**config.mk**
```make
export PLATFORM = sky130hd
export DESIGN_NAME = sde_trigger_arbiter
export DESIGN_NICKNAME = d
export VERILOG_FILES = /design/src/rtl/sde_trigger_arbiter_pkg.sv /design/src/rtl/sde_arb_downcounter.sv /design/src/rtl/sde_trigger_arbiter.sv
export SDC_FILE = /design/constraint.sdc
export NUM_CORES = 1
export LEC_CHECK = 0
export CELL_PAD_IN_SITES_DETAIL_PLACEMENT = 2
export CELL_PAD_IN_SITES_GLOBAL_PLACEMENT = 2
export CORE_MARGIN = 2
export CORE_UTILIZATION = 32
export CTS_CLUSTER_SIZE = 12
export DETAILED_ROUTE_END_ITERATION = 8
export PLACE_DENSITY_LB_ADDON = 0.1
export SLEW_MARGIN = 10
export SYNTH_ARGS = -nofsm -noshare
export SYNTH_HDL_FRONTEND = slang
export SYNTH_SLANG_ARGS = --single-unit
```
**constraint.sdc**
```tcl
create_clock -name CLK120 -period 4.12 [get_ports CLK120]
set_input_delay 0.824 -clock CLK120 [delete_from_list [all_inputs] [get_ports CLK120]]
set_output_delay 0.824 -clock CLK120 [all_outputs]
set_load 0.02 [all_outputs]
```
**src/rtl/sde_trigger_arbiter_pkg.sv**
```systemverilog
// sde_trigger_arbiter_pkg
//   Shared definitions for the trigger arbiter: FSM state encodings (3-bit),
//   the MISSED counter width and the widths of the configuration fields
//   (COINC_WIN, DEAD_TIME, PRESCALE).
package sde_trigger_arbiter_pkg;

   typedef enum logic [2:0] {
      SDE_ARB_ST_IDLE     = 3'd0,
      SDE_ARB_ST_COLLECT  = 3'd1,
      SDE_ARB_ST_ISSUE    = 3'd2,
      SDE_ARB_ST_WAIT_ACK = 3'd3,
      SDE_ARB_ST_DEAD     = 3'd4
   } sde_arb_state_e;

   localparam int unsigned SDE_ARB_MISSED_WIDTH = 16;

   localparam int unsigned SDE_ARB_COINC_WIN_WIDTH = 4;
   localparam int unsigned SDE_ARB_DEAD_TIME_WIDTH = 16;
   localparam int unsigned SDE_ARB_PRESCALE_WIDTH  = 8;

endpackage

```
**src/rtl/sde_arb_downcounter.sv**
```systemverilog
// sde_arb_downcounter
//   Loadable down-counter with a terminal-count flag. Stops at zero.
//   CLK120   : clock (rising edge)
//   RESET    : synchronous active-high reset, clears the count
//   load     : load load_val (takes priority over dec)
//   load_val : value to load
//   dec      : decrement by one when the count is non-zero
//   tc       : high while the count equals TC_VALUE
module sde_arb_downcounter #(
   parameter int unsigned WIDTH    = 4,
   parameter int unsigned TC_VALUE = 0
) (
   input  logic             CLK120,
   input  logic             RESET,
   input  logic             load,
   input  logic [WIDTH-1:0] load_val,
   input  logic             dec,
   output logic             tc
);

   logic [WIDTH-1:0] count_q;

   always_ff @(posedge CLK120) begin
      if (RESET) begin
         count_q <= '0;
      end else if (load) begin
         count_q <= load_val;
      end else if (dec && (count_q != '0)) begin
         count_q <= count_q - 1'b1;
      end
   end

   assign tc = (count_q == WIDTH'(TC_VALUE));

endmodule

```
**src/rtl/sde_trigger_arbiter.sv**
```systemverilog
// sde_trigger_arbiter
//   Merges one-cycle trigger pulses into a single event trigger: collects
//   coincident sources over COINC_WIN+1 cycles, issues the event with a
//   valid/ack handshake, then holds off for DEAD_TIME cycles. Triggers that
//   arrive while the block cannot take them are counted in MISSED.
//   Optional build macro SDE_TRIG_ARB_PRESCALE_EN adds PRESCALE [7:0]: only
//   every (PRESCALE+1)th acceptable trigger starts an event.
// Ports:
//   CLK120, RESET           : clock, synchronous active-high reset
//   TRIG_IN, SRC_ENAB       : trigger pulses and per-source enables
//   COINC_WIN, DEAD_TIME    : window extension / dead-time length in cycles
//   BUF_FULL, EVT_ACK       : buffer back-pressure and event capture ack
//   EVT_TRIG, EVT_VALID     : event strobe and held-valid
//   EVT_SRC, EVT_ID         : sources in the event and event number
//   MISSED, BUSY            : saturating drop count, not-idle flag
module sde_trigger_arbiter
   import sde_trigger_arbiter_pkg::*;
#(
   parameter int unsigned N_SRC      = 4,
   parameter int unsigned WIN_WIDTH  = SDE_ARB_COINC_WIN_WIDTH,
   parameter int unsigned DEAD_WIDTH = SDE_ARB_DEAD_TIME_WIDTH,
   parameter int unsigned ID_WIDTH   = 16
) (
   input  logic                            CLK120,
   input  logic                            RESET,
   input  logic [N_SRC-1:0]                TRIG_IN,
   input  logic [N_SRC-1:0]                SRC_ENAB,
   input  logic [WIN_WIDTH-1:0]            COINC_WIN,
   input  logic [DEAD_WIDTH-1:0]           DEAD_TIME,
   input  logic                            BUF_FULL,
   input  logic                            EVT_ACK,
`ifdef SDE_TRIG_ARB_PRESCALE_EN
   input  logic [SDE_ARB_PRESCALE_WIDTH-1:0] PRESCALE,
`endif
   output logic                            EVT_TRIG,
   output logic                            EVT_VALID,
   output logic [N_SRC-1:0]                EVT_SRC,
   output logic [ID_WIDTH-1:0]             EVT_ID,
   output logic [SDE_ARB_MISSED_WIDTH-1:0] MISSED,
   output logic                            BUSY
);

   sde_arb_state_e state_q, state_d;

   logic [N_SRC-1:0]                q_q;
   logic [N_SRC-1:0]                acc_q, acc_d;
   logic                            evt_trig_q, evt_trig_d;
   logic                            evt_valid_q, evt_valid_d;
   logic [N_SRC-1:0]                evt_src_q, evt_src_d;
   logic [ID_WIDTH-1:0]             evt_id_q, evt_id_d;
   logic [SDE_ARB_MISSED_WIDTH-1:0] missed_q, missed_d;
   logic                            busy_q;

   logic q_nz;
   logic drop;
   logic presc_hit;
   logic win_load, win_dec, win_tc;
   logic dead_load, dead_dec, dead_tc;

   assign q_nz = |q_q;

`ifdef SDE_TRIG_ARB_PRESCALE_EN
   logic [SDE_ARB_PRESCALE_WIDTH-1:0] presc_q, presc_d;
   logic                              presc_take;

   // Counts acceptable triggers seen in IDLE; only the one that matches
   // PRESCALE starts an event.
   assign presc_hit  = (presc_q == PRESCALE);
   assign presc_take = (state_q == SDE_ARB_ST_IDLE) && q_nz && !BUF_FULL;

   always_comb begin
      presc_d = presc_q;
      if (presc_take) begin
         presc_d = presc_hit ? '0 : presc_q + 1'b1;
      end
   end

   always_ff @(posedge CLK120) begin
      if (RESET) begin
         presc_q <= '0;
      end else begin
         presc_q <= presc_d;
      end
   end
`else
   assign presc_hit = 1'b1;
`endif

   sde_arb_downcounter #(
      .WIDTH    (WIN_WIDTH),
      .TC_VALUE (0)
   ) u_win_cnt (
      .CLK120   (CLK120),
      .RESET    (RESET),
      .load     (win_load),
      .load_val (COINC_WIN),
      .dec      (win_dec),
      .tc       (win_tc)
   );

   // Terminal count at 1 so the dead period is exactly DEAD_TIME cycles.
   sde_arb_downcounter #(
      .WIDTH    (DEAD_WIDTH),
      .TC_VALUE (1)
   ) u_dead_cnt (
      .CLK120   (CLK120),
      .RESET    (RESET),
      .load     (dead_load),
      .load_val (DEAD_TIME),
      .dec      (dead_dec),
      .tc       (dead_tc)
   );

   assign win_dec  = (state_q == SDE_ARB_ST_COLLECT) && !win_tc;
   assign dead_dec = (state_q == SDE_ARB_ST_DEAD);

   always_comb begin
      state_d     = state_q;
      acc_d       = acc_q;
      evt_trig_d  = 1'b0;
      evt_valid_d = evt_valid_q;
      evt_src_d   = evt_src_q;
      evt_id_d    = evt_id_q;
      drop        = 1'b0;
      win_load    = 1'b0;
      dead_load   = 1'b0;

      case (state_q)
         SDE_ARB_ST_IDLE: begin
            if (q_nz) begin
               if (BUF_FULL) begin
                  drop = 1'b1;
               end else if (presc_hit) begin
                  acc_d    = q_q;
                  win_load = 1'b1;
                  state_d  = SDE_ARB_ST_COLLECT;
               end
            end
         end
         SDE_ARB_ST_COLLECT: begin
            acc_d = acc_q | q_q;
            if (win_tc) begin
               state_d = SDE_ARB_ST_ISSUE;
            end
         end
         SDE_ARB_ST_ISSUE: begin
            drop        = q_nz;
            evt_trig_d  = 1'b1;
            evt_valid_d = 1'b1;
            evt_src_d   = acc_q;
            state_d     = SDE_ARB_ST_WAIT_ACK;
         end
         SDE_ARB_ST_WAIT_ACK: begin
            drop = q_nz;
            if (EVT_ACK) begin
               evt_valid_d = 1'b0;
               evt_id_d    = evt_id_q + 1'b1;
               if (DEAD_TIME == '0) begin
                  state_d = SDE_ARB_ST_IDLE;
               end else begin
                  dead_load = 1'b1;
                  state_d   = SDE_ARB_ST_DEAD;
               end
            end
         end
         SDE_ARB_ST_DEAD: begin
            drop = q_nz;
            if (dead_tc) begin
               state_d = SDE_ARB_ST_IDLE;
            end
         end
         default: begin
            state_d = SDE_ARB_ST_IDLE;
         end
      endcase
   end

   assign missed_d = (drop && (missed_q != '1)) ? missed_q + 1'b1 : missed_q;

   always_ff @(posedge CLK120) begin
      if (RESET) begin
         state_q     <= SDE_ARB_ST_IDLE;
         q_q         <= '0;
         acc_q       <= '0;
         evt_trig_q  <= 1'b0;
         evt_valid_q <= 1'b0;
         evt_src_q   <= '0;
         evt_id_q    <= '0;
         missed_q    <= '0;
         busy_q      <= 1'b0;
      end else begin
         state_q     <= state_d;
         q_q         <= TRIG_IN & SRC_ENAB;
         acc_q       <= acc_d;
         evt_trig_q  <= evt_trig_d;
         evt_valid_q <= evt_valid_d;
         evt_src_q   <= evt_src_d;
         evt_id_q    <= evt_id_d;
         missed_q    <= missed_d;
         busy_q      <= (state_q != SDE_ARB_ST_IDLE);
      end
   end

   assign EVT_TRIG  = evt_trig_q;
   assign EVT_VALID = evt_valid_q;
   assign EVT_SRC   = evt_src_q;
   assign EVT_ID    = evt_id_q;
   assign MISSED    = missed_q;
   assign BUSY      = busy_q;

endmodule

```
## Yosys cells after proc, flatten, opt, wreduce, memory -nomap -nowiden

Cells that the tools add are included.

| word-level totals | value |
|---|---|
| bits in registers | 70 |
| input bits | 32 |
| output and inout port bits | 39 |
| word-level logic and storage cells | 75 |

| operators by class | value |
|---|---|
| $add $sub $neg | 4 |
| eq/ne operators | 11 |
| multiplexer cells | 26 |
| bitwise operators | 2 |
| reduce and logical (&&, ||, !) cells | 21 |

Operators by type and width:

| cell | number |
|---|---|
| $add A16 B1 Y16 const B | 2 |
| $mux W16 | 2 |
| $mux W3 | 6 |
| $eq A16 B1 Y1 const B | 1 |
| $logic_not A16 Y1 | 1 |
| $mux W4 | 4 |
| $ne A16 B16 Y1 const B | 1 |
| $reduce_bool A16 Y1 | 1 |
| $sub A16 B1 Y16 const B | 1 |
| $pmux W3 S5 | 1 |
| $mux W1 | 10 |
| $ne A2 B2 Y1 const B | 5 |
| $pmux W4 S2 | 1 |
| $reduce_bool A2 Y1 | 4 |
| $eq A3 B2 Y1 const B | 2 |
| $reduce_and A5 Y1 | 1 |
| $and A4 B4 Y4 | 1 |
| $logic_and A1 B1 Y1 | 4 |
| $logic_not A4 Y1 | 1 |
| $or A4 B4 Y4 | 1 |
| $pmux W1 S2 | 2 |
| $reduce_and A2 Y1 | 2 |
| $reduce_bool A4 Y1 | 1 |
| $reduce_or A4 Y1 | 1 |
| 8 further kinds | 8 |

## Logic depth before layout (Yosys ltp)

Gate-level depths: netlist of the first run.

| depth | value |
|---|---|
| depth after elaboration | 6 |
| mapped depth | 7 |
| gate-level depth less buffers | 7 |

## By module

Synthesis of the first run repeated with hierarchy kept, for this count alone.

| unflattened totals | value |
|---|---|
| cells, all modules | 423 |
| area, all modules | 3547.2 um^2 |

By module, submodules not included:

| module | instances | cells an instance | area an instance (um^2) | sequential area each (um^2) |
|---|---|---|---|---|
| sde_trigger_arbiter | 1 | 270 | 2264.7 | 1001.0 |
| sde_arb_downcounter (u_dead_cnt) | 1 | 124 | 1019.7 | 320.3 |
| sde_arb_downcounter (u_win_cnt) | 1 | 29 | 262.8 | 80.1 |

## Worst setup path before layout of the first run

Ideal clock, no wire load.

| timing path | value |
|---|---|
| path type | input to register |
| start | in BUF_FULL |
| end | reg missed_q[15] (netlist: MISSED[15]) |
| setup time | 0.121 ns |
| arrival time | 2.097 ns |
| required time | 3.999 ns |
| path slack | 1.902 ns |
| stages | 6 |
| path buffers | 1 |
| path through | nor2_1 -> o31ai_1 -> o211ai_1 -> clkbuf_1 -> nor4_1 -> mux2_2 |

| between the ends | value |
|---|---|
| word-level cells in the longest chain between the ends | 4 |

RTL lines:

| what | line | source |
|---|---|---|
| from (decl) | sde_trigger_arbiter.sv:30 | `input logic BUF_FULL,` |
| $mux W1 | sde_trigger_arbiter.sv:131 | `if (BUF_FULL) begin` |
| $mux W1 | sde_trigger_arbiter.sv:130 | `if (q_nz) begin` |
| $pmux W1 S2 | sde_trigger_arbiter.sv:128 | `case (state_q)` |
| $logic_and A1 B1 Y1 | sde_trigger_arbiter.sv:178 | `assign missed_d = (drop && (missed_q != '1)) ? missed_q + 1'b1 : missed_q;` |
| to (signal assigned) | sde_trigger_arbiter.sv:199 | `missed_q <= missed_d;` |
| to (decl) | sde_trigger_arbiter.sv:51 | `logic [SDE_ARB_MISSED_WIDTH-1:0] missed_q, missed_d;` |

No other way between the ends.
A chain may end at the register's enable or synchronous reset.

## Worst setup path in the final report of the first run

| timing path | value |
|---|---|
| start | in DEAD_TIME[3] |
| end | reg u_dead_cnt.count_q[2] |

| between the ends | value |
|---|---|
| word-level cells in the longest chain between the ends | 5 |
| elaborated cells between the ends (all ways) | 6 |
| classes of those cells | mux (4); reduce/logical (2) |

RTL lines:

| what | line | source |
|---|---|---|
| from (decl) | sde_trigger_arbiter.sv:29 | `input logic [DEAD_WIDTH-1:0] DEAD_TIME,` |
| $logic_not A16 Y1 (*) | sde_trigger_arbiter.sv:158 | `if (DEAD_TIME == '0) begin` |
| $mux W1 (*) | sde_trigger_arbiter.sv:158 |  |
| $mux W1 (*) | sde_trigger_arbiter.sv:155 | `if (EVT_ACK) begin` |
| $mux W1 (*) | sde_trigger_arbiter.sv:128 |  |
| $mux W16 or $reduce_bool A2 Y1 (tied branches) | - |  |
| to (signal assigned) | sde_arb_downcounter.sv:27 | `count_q <= load_val;` |
| to (signal assigned) | sde_arb_downcounter.sv:29 | `count_q <= count_q - 1'b1;` |
| to (decl) | sde_arb_downcounter.sv:21 | `logic [WIDTH-1:0] count_q;` |

Mark *: on every way between the ends. The rest lies on a longest branch, timed or not.

==> impl_metrics.env, run 1 <==
export IMPL_seqPwrFrac=0.442
export IMPL_synth_mux_area_frac=0.0339
export IMPL_cts_buffer_depth=2
export IMPL_grt_first_pass_wirelength_um=18300
export IMPL_cts_tree="done"
export IMPL_drt_total_wl_um=10900
export IMPL_hold_viol_final=0
export IMPL_ant_nets=0
export IMPL_drive_above_1_share=0.0685
export IMPL_power_frac_comb=0.149
export IMPL_cts_root_buf="clkbuf_8"
export IMPL_coreArea_sq_um=10400
export IMPL_critPathLaunch="DEAD_TIME[3]"
export IMPL_cts_resized=0
export IMPL_status="finished clean"
export IMPL_ys_ff_latch=70
export IMPL_ios=71
export IMPL_grt_pass1_vias=3599
export IMPL_cp_max_fo=13
export IMPL_overflow=0
export IMPL_rsz0062_at_grt="no"
export IMPL_routabilityCongestion=0.771
export IMPL_min_path_type="reg2reg"
export IMPL_grt_max_degree=33
export IMPL_setup_worst_path_start_class="input pin"
export IMPL_crit_arrival_ns=3.05
export IMPL_setup_slack_ns=1.34
export IMPL_async_reset_ff_frac=0
export IMPL_path_class="in2reg"
export IMPL_hold_ws_ns=0.501
export IMPL_crit_path_end_kind="flip-flop"
export IMPL_tightest_slew_ns=0.739
export IMPL_post_cts_buffers=0
export IMPL_clk_pin_slew_worst_paths_ns=0.08
export IMPL_p_total_mw=1.66
export IMPL_synth_compound_area_frac=0.165
export IMPL_synth_top_area_share=0.409
export IMPL_yosysTopAreaCell="dfxtp_1"
export IMPL_endpoint="u_dead_cnt.count_q[2]"
export IMPL_fp_dieW_um=108
export IMPL_power_leakage_nw=1.51
export IMPL_dp_final_hpwl_um=7880
export IMPL_io_buffers=70
export IMPL_synthTopCellsByArea="dfxtp_1 41%, nor2_1 5.5%, a21oi_1 4.4%"
export IMPL_routed_via_density=5.49
export IMPL_post_route_period_util=0.675
export IMPL_final_cell_mix="70 x dfxtp_1, 69 x clkdlybuf4s50_1, 50 x nor2_1"
export IMPL_final_common_cell="dfxtp_1"
export IMPL_power_density_nw_per_um2=372
export IMPL_r2r_end="EVT_ID[15]"
export IMPL_syn_nets=452
export IMPL_synthFlopType="dfxtp_1"
export IMPL_required_ns=4.39
export IMPL_postCtsHoldBufs=0
export IMPL_post_drt_wl_per_cell_um=17.7
export IMPL_syn_to_final_growth_pct=30.3
export IMPL_synth_adder_area_share=0.0182
export IMPL_p_int_mw=1.21
export IMPL_fin_tns_setup_ns=0
export IMPL_finClkSkew_ns=0.0130
export IMPL_synth_simple_gate_area_frac=0.293
export IMPL_r2r_slack_ns=1.81
export IMPL_grt_usage=0.198
export IMPL_fin_nets=515
export IMPL_drc=0
export IMPL_netSwitchingFraction=0.273
export IMPL_synth_edff_count=0
export IMPL_ys_seq_area_frac=0.409
export IMPL_worst_r2r_path_depth=5
export IMPL_ys_types=53
export IMPL_vdd_drop_max_v=0.000221
export IMPL_firstDrtPassIters=4
export IMPL_insertion_delay_ns=0.35
export IMPL_post_route_min_period_ns=2.78
export IMPL_power_clock_fraction=0.409
export IMPL_die_y_um=108
export IMPL_die_area_sq_um=11600
export IMPL_synth_cells=415
export IMPL_p_sw_mw=0.454
export IMPL_antenna_found_initial=0
export IMPL_syn_avg_cell_area_sq_um=8.26
export IMPL_timing_max_cap_violations=0
export IMPL_initial_core_util=0.331
export IMPL_cts_max_level=3
export IMPL_synth_top_family_by_area="simple AND/OR/NAND/NOR gates"
export IMPL_max_freq_mhz=360
export IMPL_final_util=0.431
export IMPL_preCtsSetupSlack_ns=1.01
export IMPL_synth_xor_area_frac=0.0409
export IMPL_cts_sinks=70
export IMPL_maxSlewViolCount=0
export IMPL_setup_viol=0
export IMPL_std_cell_rows=37
export IMPL_drtIter0Drc=115
export IMPL_r2r_start="state_q[0]"
export IMPL_netlist_area_sq_um=3430
export IMPL_cts_buffers=9
export IMPL_dr_total_vias=3394
export IMPL_n_antenna_cell=0
export IMPL_slew_headroom=0.503
export IMPL_yosys_warnings=0
==> final cells by class <==
type / instances / area, sq um
flip-flops and latches: 70 / 1400
multi-input cells: 310 / 1890
fillers: 1190 / 5900
repair buffers: 73 / 718
inverters: 14 / 52.6
well taps: 136 / 170
clock inverters: 6 / 111
clock buffers: 9 / 124
==> how the worst min path moves through the flow <==
stage	start	endpoint	slack (ns)	cells after the start
after floorplan	q_q[2]	acc_q[2]	0.46	2
after global placement	q_q[3]	acc_q[3]	0.48	2
after detailed placement	q_q[1]	acc_q[1]	0.50	2
after CTS	q_q[1]	acc_q[1]	0.51	2
after global routing	q_q[3]	acc_q[3]	0.55	2
final	q_q[1]	acc_q[1]	0.50	2
==> cells by family after synthesis <==
kind of cell | after synthesis
XOR/XNOR | 16
adder cells (fa/ha/maj) | 5
AND/OR/NAND/NOR | 191
buffers and inverters | 35
AO/OA/AOI/OAI | 87
multiplexers | 11
flip-flops | 70
==> power by group through the flow <==
stage	combinational (mW)	clock, mW	sequential [mW]
finish	0.247	0.679	0.735
global route	0.275	0.723	0.740
detailed placement	0.246	0	0.749
global placement	0.237	0	0.747
CTS	0.251	0.696	0.735
floorplan	0.154	0	0.743
==> registers in the layout (all words and copies together), names as in the netlist <==
name / flops
BUSY: 1
q_q: 4
u_dead_cnt.count_q: 16
EVT_ID: 16
EVT_VALID: 1
state_q: 3
EVT_TRIG: 1
EVT_SRC: 4
u_win_cnt.count_q: 4
acc_q: 4
MISSED: 16
==> synth_stat cells, types with 2 or more instances <==
cell and instances:
a211o_1 2, and2_1 5, a31o_2 2, a22oi_1 7, a221oi_1 2, nand2b_1 5
nor2b_1 5, o21ai_0 15, clkbuf_1 15, or2_2 3, a21oi_1 30, nor3_1 13
nand4b_1 2, and3_1 4, o21a_1 2, a41oi_1 3, nand3_1 17, buf_2 4
and4_1 3, a31oi_1 6, ha_1 5, buf_1 2, mux2_2 5, o311ai_0 5
nand2_1 30, o211ai_1 3, nor2_1 50, xor2_1 8, xnor2_1 8, inv_1 14
nor4_1 16, or4_1 5, nand4_1 7, dfxtp_1 70, a32oi_1 2, mux2i_1 6
or3_1 15, nor3b_1 4
==> layer usage <==
metal / part of all wire / global-route usage / routed length, um
met1: 0.45 / 0.247 / 4960
met4: 0.0084 / 0.0440 / 92
met2: 0.50 / 0.350 / 5500
met5: 0 / 0 / 0
met3: 0.035 / 0.0406 / 377
==> critical path, stage by stage <==
cell             delay [ns]
clkdlybuf4s50_1        0.44
nor4_1                 0.61
a41o_1                 0.60
o21a_1                 0.30
o21ai_0                0.12
a21oi_1                0.15
==> per-stage QoR <==
| stage | cells | cell area, sq um |
|---|---|---|
| global route | 618 | 4470 |
| finish | 618 | 4470 |
| CTS | 618 | 4470 |
| global placement | 603 | 4230 |
| detailed placement | 603 | 4230 |
| floorplan | 415 | 3430 |
Note: power is estimated with default switching activity, not from simulation.
==> run 2: changes to the inputs <==
--- a/config.mk
+++ b/config.mk
@@ -8,7 +8,7 @@
 export CELL_PAD_IN_SITES_DETAIL_PLACEMENT = 2
 export CELL_PAD_IN_SITES_GLOBAL_PLACEMENT = 2
 export CORE_MARGIN = 2
-export CORE_UTILIZATION = 32
+export CORE_UTILIZATION = 30
 export CTS_CLUSTER_SIZE = 12
 export DETAILED_ROUTE_END_ITERATION = 8
 export PLACE_DENSITY_LB_ADDON = 0.1
==> constraint.sdc (replaced) <==
create_clock -name CLK120 -period 2.6 [get_ports CLK120]
set_input_delay 0.52 -clock CLK120 [delete_from_list [all_inputs] [get_ports CLK120]]
set_output_delay 0.52 -clock CLK120 [all_outputs]
set_load 0.02 [all_outputs]
==> run 2 against run 1 <==
Combinational power up 65%. Critical path depth up 1. Via count up 1.4%. Clock power up 97%. Utilization down 1.7 points. Sequential cell count unchanged. Register-to-register slack worse by 1.5 ns. Worst setup slack worse by 1.1 ns. Die area up 6.4%.
==> impl_metrics.env, run 2 (synthesized netlist as in run 1, its figures left out) <==
export IMPL_final_cell_mix="70 x dfxtp_1, 69 x clkdlybuf4s50_1, 50 x nor2_1"
export IMPL_cts_root_buf="clkbuf_16"
export IMPL_ios=71
export IMPL_dr_total_vias=3440
export IMPL_overflow=0
export IMPL_post_route_min_period_ns=2.33
export IMPL_grt_pass1_vias=3711
export IMPL_slowest_stage="or3b_2"
export IMPL_setup_worst_path_start_class="flip-flop"
export IMPL_postCtsHoldBufs=0
export IMPL_coreArea_sq_um=11300
export IMPL_antenna_found_initial=0
export IMPL_cts_buffers=9
export IMPL_die_area_sq_um=12300
export IMPL_drc=0
export IMPL_cts_sinks=70
export IMPL_syn_to_final_growth_pct=35.9
export IMPL_min_path_type="reg2reg"
export IMPL_fp_dieW_um=111
export IMPL_cp_max_fo=6
export IMPL_cts_buffer_depth=2
export IMPL_post_cts_buffers=0
export IMPL_drive_above_1_share=0.0889
export IMPL_finClkSkew_ns=0.00834
export IMPL_status="finished clean"
export IMPL_hold_ws_ns=0.511
export IMPL_io_buffers=70
export IMPL_fin_tns_setup_ns=0
export IMPL_post_route_period_util=0.897
export IMPL_insertion_delay_ns=0.34
export IMPL_grt_first_pass_wirelength_um=18600
export IMPL_post_drt_wl_per_cell_um=17.4
export IMPL_final_common_cell="dfxtp_1"
export IMPL_crit_arrival_ns=2.60
export IMPL_fin_nets=527
export IMPL_cp_cell_sequence="inv_1 -> ha_1 -> or3b_2 -> nor4_4 -> nand2b_1 -> o311ai_0 -> a21oi_1"
export IMPL_maxSlewViolCount=0
export IMPL_cts_resized=0
export IMPL_cts_tree="done"
export IMPL_vdd_drop_max_v=0.000323
export IMPL_routed_via_density=5.39
export IMPL_path_class="reg2reg"
export IMPL_n_antenna_cell=0
export IMPL_firstDrtPassIters=4
export IMPL_slew_headroom=0.526
export IMPL_hold_viol_final=0
export IMPL_initial_core_util=0.304
export IMPL_power_leakage_nw=1.62
export IMPL_ant_nets=0
export IMPL_grt_max_degree=36
export IMPL_crit_path_end_kind="flip-flop"
export IMPL_routabilityCongestion=0.794
export IMPL_max_stage_delay_ns=0.53
export IMPL_std_cell_rows=39
export IMPL_required_ns=2.86
export IMPL_drtIter0Drc=107
export IMPL_max_freq_mhz=429
export IMPL_grt_usage=0.186
export IMPL_timing_max_cap_violations=0
export IMPL_clk_pin_slew_worst_paths_ns=0.06
export IMPL_power_density_nw_per_um2=624
export IMPL_tightest_slew_ns=0.711
export IMPL_cts_max_level=3
export IMPL_dp_final_hpwl_um=8040
export IMPL_die_y_um=111
export IMPL_rsz0062_at_grt="no"
export IMPL_setup_viol=0
export IMPL_drt_total_wl_um=11100
-- run 2: cell count changes in the layout (fill, tap and decap cells not counted) --
cell,before,now
clkbuf_8,9,1
buf_12,0,1
clkinv_2,1,2
clkinvlp_4,1,0
clkbuf_16,0,9
clkbuf_1,0,2
clkinv_4,1,0
bufinv_16,3,2
buf_4,3,14
-- run 2: metal layers --
layer  track usage  vias up  share of wire
met5             0        -              0
met4        0.0650        0          0.015
met3        0.0383       13          0.026
met2         0.322       49           0.50
met1         0.229     1716           0.46
li1              -     1662              -
-- run 2: final cells by class --
cell class | instances | area, sq um
Sequential cell | 70 | 1400
Clock buffer | 12 | 246
Timing Repair Buffer | 85 | 821
Fill cell | 1268 | 6610
Tap cell | 143 | 179
Multi-Input combinational cell | 310 | 1890
Clock inverter | 4 | 70.1
Inverter | 14 | 52.6
-- run 2: where the power goes --
part / internal [mW] / leakage [nW] / switching [mW]
clock network: 0.864 / 0.157 / 0.472
registers: 1.11 / 0.566 / 0.0521
logic: 0.184 / 0.896 / 0.223
-- run 2: metrics by stage --
| stage | util | setup slack (ns) | total power, mW | cells | instance area [sq um] |
|---|---|---|---|---|---|
| 6_report | 0.413 | 0.268 | 2.91 | 638 | 4660 |
| 5_1_grt | 0.413 | 0.0690 | 3.04 | 638 | 4660 |
| 4_1_cts | 0.413 | 0.249 | 2.94 | 638 | 4660 |
| 3_5_place_dp | 0.385 | 0.0194 | 1.60 | 622 | 4340 |
| 3_3_place_gp | 0.385 | 0.0410 | 1.58 | 622 | 4340 |
| 2_1_floorplan | - | 0.619 | 1.42 | 415 | 3430 |
-- run 2: critical path: cells and delay by family, from the launching register on --
kind,cells,cell delay [ns]
flops,1,0.35
compound gates,2,0.33
simple gates,3,1.23
buf+inv,1,0.10
fa+ha+maj,1,0.24
-- run 2: worst paths after layout --
kind / to / slack (ns) / cells after the start / start
max: u_dead_cnt.count_q[7] / 0.27 / 7 / u_dead_cnt.count_q[0]
min: acc_q[2] / 0.51 / 2 / acc_q[2]
max reg2reg: u_dead_cnt.count_q[7] / 0.27 / 7 / u_dead_cnt.count_q[0]
min reg2reg: acc_q[2] / 0.51 / 2 / acc_q[2]
